File: config.mk
export PLATFORM = sky130hd
export DESIGN_NAME = stream_decode_stage
export DESIGN_NICKNAME = d
export VERILOG_FILES = /design/src/rtl/stream_codec_pkg.sv /design/src/rtl/stream_fifo.sv /design/src/rtl/stream_decode_stage.sv
export SDC_FILE = /design/constraint.sdc
export NUM_CORES = 1
export LEC_CHECK = 0
export ABC_CLOCK_PERIOD_IN_PS = 1800
export CAP_MARGIN = 10
export CORE_MARGIN = 2
export CORE_UTILIZATION = 43
export DETAILED_ROUTE_END_ITERATION = 10
export GPL_TIMING_DRIVEN = 1
export PLACE_DENSITY_LB_ADDON = 0.25
export RECOVER_POWER = 100
export SLEW_MARGIN = 20
export SYNTH_ARGS = -nofsm -noshare
export SYNTH_HDL_FRONTEND = slang
export SYNTH_HIERARCHICAL = 1
export SYNTH_SLANG_ARGS = --single-unit
File: constraint.sdc
create_clock -name clk -period 1.8 [get_ports clk]
set_input_delay 0.36 -clock clk [delete_from_list [all_inputs] [get_ports clk]]
set_output_delay 0.36 -clock clk [all_outputs]
set_load 0.1 [all_outputs]
File: src/rtl/stream_codec_pkg.sv
// Shared byte-stream codec definitions used by both the encode and decode stages.
package stream_codec_pkg;

    typedef logic [7:0] byte_t;

    localparam byte_t CODEC_KEY = 8'hA5;

    // Encoder side: rotate left by one, then XOR with the key.
    function automatic byte_t codec_encode(input byte_t b, input byte_t key);
        return {b[6:0], b[7]} ^ key;
    endfunction

    // Exact inverse of codec_encode: XOR with the key, then rotate right by one.
    function automatic byte_t codec_decode(input byte_t b, input byte_t key);
        byte_t d;
        d = b ^ key;
        return {d[0], d[7:1]};
    endfunction

endpackage

File: src/rtl/stream_fifo.sv
// Byte-wide elastic FIFO with valid/ready on both sides; all outputs come from registered state.
module stream_fifo
    import stream_codec_pkg::*;
#(
    parameter int DEPTH = 4
) (
    input  logic                     clk,
    input  logic                     rst_n,
    input  byte_t                    in_data,
    input  logic                     in_valid,
    output logic                     in_ready,
    output byte_t                    out_data,
    output logic                     out_valid,
    input  logic                     out_ready,
    output logic [$clog2(DEPTH):0]   level
);

    localparam int PTR_W = $clog2(DEPTH);
    localparam logic [PTR_W:0] FULL_LEVEL = (PTR_W + 1)'(DEPTH);

    byte_t            mem [DEPTH];
    logic [PTR_W-1:0] wr_ptr;
    logic [PTR_W-1:0] rd_ptr;
    logic             push;
    logic             pop;

    // Ready is based on the registered level only, so a pop in the full
    // cycle frees a slot for the following cycle, never the same one.
    assign in_ready  = (level < FULL_LEVEL);
    assign out_valid = (level != '0);
    assign out_data  = mem[rd_ptr];

    assign push = in_valid && in_ready;
    assign pop  = out_valid && out_ready;

    // NOTE: storage is cleared on reset as well, so the head reads 8'h00
    // after reset instead of X; every state bit here uses non-blocking <=.
    always_ff @(posedge clk or negedge rst_n) begin
        if (!rst_n) begin
            for (int i = 0; i < DEPTH; i++) mem[i] <= '0;
            wr_ptr <= '0;
            rd_ptr <= '0;
            level  <= '0;
        end else begin
            if (push) begin
                mem[wr_ptr] <= in_data;
                wr_ptr      <= wr_ptr + 1'b1;
            end
            if (pop) rd_ptr <= rd_ptr + 1'b1;
            case ({push, pop})
                2'b10:   level <= level + 1'b1;
                2'b01:   level <= level - 1'b1;
                default: level <= level;
            endcase
        end
    end

endmodule

File: src/rtl/stream_decode_stage.sv
// Receive-side decode stage: decodes incoming bytes, buffers them, and counts deliveries.
module stream_decode_stage
    import stream_codec_pkg::*;
#(
    parameter byte_t KEY   = CODEC_KEY,
    parameter int    DEPTH = 4,
    parameter int    CNT_W = 16
) (
    input  logic                     clk,
    input  logic                     rst_n,
    input  logic [7:0]               enc_data_in,
    input  logic                     enc_valid_in,
    output logic                     enc_ready_out,
    output logic [7:0]               dec_data_out,
    output logic                     dec_valid_out,
    input  logic                     dec_ready_in,
    output logic [$clog2(DEPTH):0]   level_out,
    output logic [CNT_W-1:0]         byte_count_out,
    input  logic                     clear_count
);

    byte_t decoded;

    // Decode at write time so the FIFO already holds plain bytes.
    assign decoded = codec_decode(enc_data_in, KEY);

    stream_fifo #(
        .DEPTH (DEPTH)
    ) u_fifo (
        .clk       (clk),
        .rst_n     (rst_n),
        .in_data   (decoded),
        .in_valid  (enc_valid_in),
        .in_ready  (enc_ready_out),
        .out_data  (dec_data_out),
        .out_valid (dec_valid_out),
        .out_ready (dec_ready_in),
        .level     (level_out)
    );

    // Saturating delivery counter; clear wins over a same-cycle pop.
    always_ff @(posedge clk or negedge rst_n) begin
        if (!rst_n) begin
            byte_count_out <= '0;
        end else if (clear_count) begin
            byte_count_out <= '0;
        end else if (dec_valid_out && dec_ready_in && (byte_count_out != '1)) begin
            byte_count_out <= byte_count_out + 1'b1;
        end
    end

endmodule

==> flow_summary_export.csv <==
group,metric,value,unit
outcome,status,"finished, violations left",
outcome,violations,"setup timing",
clocking,htree_num_levels,2,
layout,num-fill-cells,569,
placement,hpwl,4480,um
setup_path,path_class,"flop to output pin",
global_route,globalRoute.totalOverflow,0,
power_and_ir_drop,p_int,4.05,mW
die,num_io_pins,42,
detailed_routing,dr_wl_met2,3050,um
placement,pre_cts_ws,-0.312,ns
detailed_routing,drt-met1-wl,2990,um
layout,multi_input_area,1520,sq um
detailed_routing,drtPass1Iterations,4,
yosys,synthMuxAreaShare,25.3,%
setup_path,critPathLaunch,"u_fifo/rd_ptr[1]",
sta,hold_viol,0,
sta,max_freq,0.510,GHz
setup_path,rrSetupSlack,-0.02,ns
placement,gp_congestion,0.813,
sta,setup_tns,-1.14,ns
sta,hold_slack,0.516,ns
setup_path,slowest_delay,0.66,ns
yosys,synthArstFlopShare,100,%
yosys,synth_seq_cells,55,
die,die_w,86.3,um
sta,maxSlewHeadroom,32.3,%
yosys,synth_most_common_cell,"dfrtp_1",
power_and_ir_drop,p_total,7.52,mW
yosys,synth_cell_types,41,
placement,port_buffers,41,
power_and_ir_drop,cellPowerDensity,1910,nW/um^2
yosys,netlist_instances,218,
yosys,syn_area,2920,sq um
yosys,synth_warnings,6,
detailed_routing,drt_iter0_drc,80,
sta,final_max_slew_viol_count,0,
power_and_ir_drop,ir_drop,0.00146,V
yosys,synth_top_family_by_area,"multiplexers",
setup_path,cp-end-kind,"output pin",
setup_path,timing.rr.start,"u_fifo/level[2]",
global_route,grt_max_degree,28,
detailed_routing,routed_wl,6280,um
clocking,cts_buffers,5,
global_route,antenna_found_initial,0,
global_route,grtUsageTotal,18.2,%
yosys,ys.flop_type,"dfrtp_1",
layout,drive_gt1_share,48.5,%
power_and_ir_drop,power.switching,3.48,mW
power_and_ir_drop,swShare,46.2,%
worst_hold_path,hp-class,"flop to flop",
power_and_ir_drop,leakage,1.80,nW
sta,clock_skew,0.00367,ns
power_and_ir_drop,power_frac_seq,27.0,%
clocking,tritoncts,"yes",
sta,finalSetupViolCount,9,
sta,setup_slack,-0.160,ns
yosys,yosysTopAreaCell,"dfrtp_1",
run,max_cap_viol_count,0,
power_and_ir_drop,clkPwrFrac,9.6,%
yosys,yosys.area.top_type_share,47.2,%
yosys,syn_area_per_cell,13.4,sq um
yosys,synth_nets,238,
die,num_rows,30,
layout,final_core_util,59.1,%
setup_path,crit_path_top_delay_cell,"dfrtp_1",
detailed_routing,routedWlPerCell,16.5,um
yosys,synth_edf_count,0,
yosys,synth_area_leaders,"dfrtp_1, mux2_4, mux4_2",
yosys,synth_xor_area_share,1.80,%
layout,nNetsFinal,320,
setup_path,crit_required,1.44,ns
yosys,synth_fa_ha_area_share,3.26,%
global_route,grt_pass1_wl,10700,um
die,core-area,6680,sq um
detailed_routing,ant_nets,0,
power_and_ir_drop,p_comb_share,63.4,%
worst_hold_path,hold_start,"u_fifo/mem[12]",
detailed_routing,vias_per_cell,5.32,
yosys,yosys-top-cells-count,"dfrtp_1, mux2_4, inv_1",
layout,ff_latch_area,1390,sq um
sta,fin_crit_sh,109,%
die,dieArea,7450,sq um
clocking,clock_latency,0.31,ns
setup_path,critPathLaunchType,"flop",
detailed_routing,routed.top_layer,"met4",
clocking,root_buffer,"clkbuf_8",
setup_path,cp_max_fo,9,
setup_path,critical_path.cell_chain,"mux4_2 > buf_12",
detailed_routing,wl_met3,145,um
clocking,clockBufferDepth,2,
setup_path,cp.arrival,1.60,ns
layout,area_delta_synth_final,35.4,%
yosys,synth_compound_area_share,5.32,%
detailed_routing,vias,2028,
global_route,grt_pass1_vias,2095,
sta,worstMarginPinSlew,1.01,ns
clocking,clk_pin_slew,0.10,ns
clocking,clock_sinks,55,
layout,antennaDiodeCount,0,
yosys,synth_simple_gate_area_share,13.7,%
die,initial_core_util,43.6,%
sta,layout_min_cycle_time,1.96,ns
detailed_routing,drcViolationCount,0,
sta,rsz0062_at_grt,"true",
yosys,synth-seq-area-share,47.2,%
die,dieHeight,86.3,um
-- critical path, delay by kind of cell (launching register included) --
kind,cells,cell delay (ns)
buf+inv,1,0.19
flops,1,0.66
mux,1,0.44
-- through the flow --
stage | cell area, sq um | std cells
after floorplan | 2980 | 218
after global placement | 4020 | 368
after detailed placement | 4020 | 368
after CTS | 4130 | 378
after global routing | 3950 | 381
final | 3950 | 381
-- area by class of cell --
class                           count  area share (%)
Multi-Input combinational cell    144            38.6
Sequential cell                    55            35.1
Timing Repair Buffer               83            20.2
Tap cell                           80            2.54
Clock buffer                        6            2.09
Inverter                           11            1.08
Clock inverter                      2           0.412
-- registers in the layout, summed over array words and instances, names as in the netlist --
register and count:
u_fifo/mem 32, byte_count_out 16, u_fifo/level 3, u_fifo/rd_ptr 2, u_fifo/wr_ptr 2
-- power by group through the flow --
stage                     logic [mW]  clock network [mW]  registers [mW]
after floorplan                 3.16                   0            2.24
after global placement          4.84                   0            2.05
after detailed placement        4.90                   0            2.07
after CTS                       4.93               0.749            2.06
after global routing            4.96               0.784            2.09
final                           4.77               0.719            2.03
-- kinds of logic after synthesis --
kind of cell	Yosys count
simple gates	60
flops	55
mux	47
compound gates	24
buf+inv	19
fa+ha+maj	7
xor+xnor	6
-- final timing paths --
| path | cells after the start | end |
|---|---|---|
| max in group asynchronous | 3 | u_fifo/level[2] |
| hold / removal | 1 | u_fifo/mem[12] |
| setup / recovery | 2 | dec_data_out[4] |
| setup reg to reg | 6 | byte_count_out[14] |
| hold reg to reg | 1 | u_fifo/mem[12] |
| min in group asynchronous | 2 | u_fifo/mem[30] |
-- placed cells by master, fill, tap and decap left out, types with 2 or more instances in the layout --
cell             netlist  layout
xor2_1                 2       2
clkbuf_1               3       7
buf_4                  0      30
nand3_1                5       4
dfrtp_1               55      50
o31ai_1                5       5
clkbuf_2               0       5
and3_1                 2       2
mux4_2                 8       8
o21ai_0                4       4
buf_12                 1      16
mux2i_1                2       2
mux2_4                32      32
dfrtp_2                0       4
mux2_2                 5       5
nor4_2                 0       2
clkdlybuf4s50_1        0      10
nor2_1                10      10
or3_1                  4       4
xnor2_1                4       4
buf_2                  3       9
nand2_1                8       7
clkbuf_4               0       3
nand2_8                4       4
clkbuf_8               0       6
a21oi_1                8       5
inv_1                 11       8
inv_2                  0       2
nor2b_1                5       6
a21oi_2                0       3
ha_1                   6       5
nand4_1                5       5
nor4_1                 5       2
or4_1                  4       3
-- repair_timing --
action / in CTS / in global routing
endpoints found under the hold margin: 16 / 0
pin swaps: 0 / 5
gates resized for setup: 0 / 15
buffers inserted: 1 / 3
endpoints found under the setup margin: 8 / 16
hold buffers: 1 / 0
-- metal layers --
layer  up-vias  track usage [%]
met1      1028             26.7
met2        29             28.1
li1        964                -
met5         -                0
met4         0             5.97
met3         7             2.29
Power figures use the tool's default switching activity.
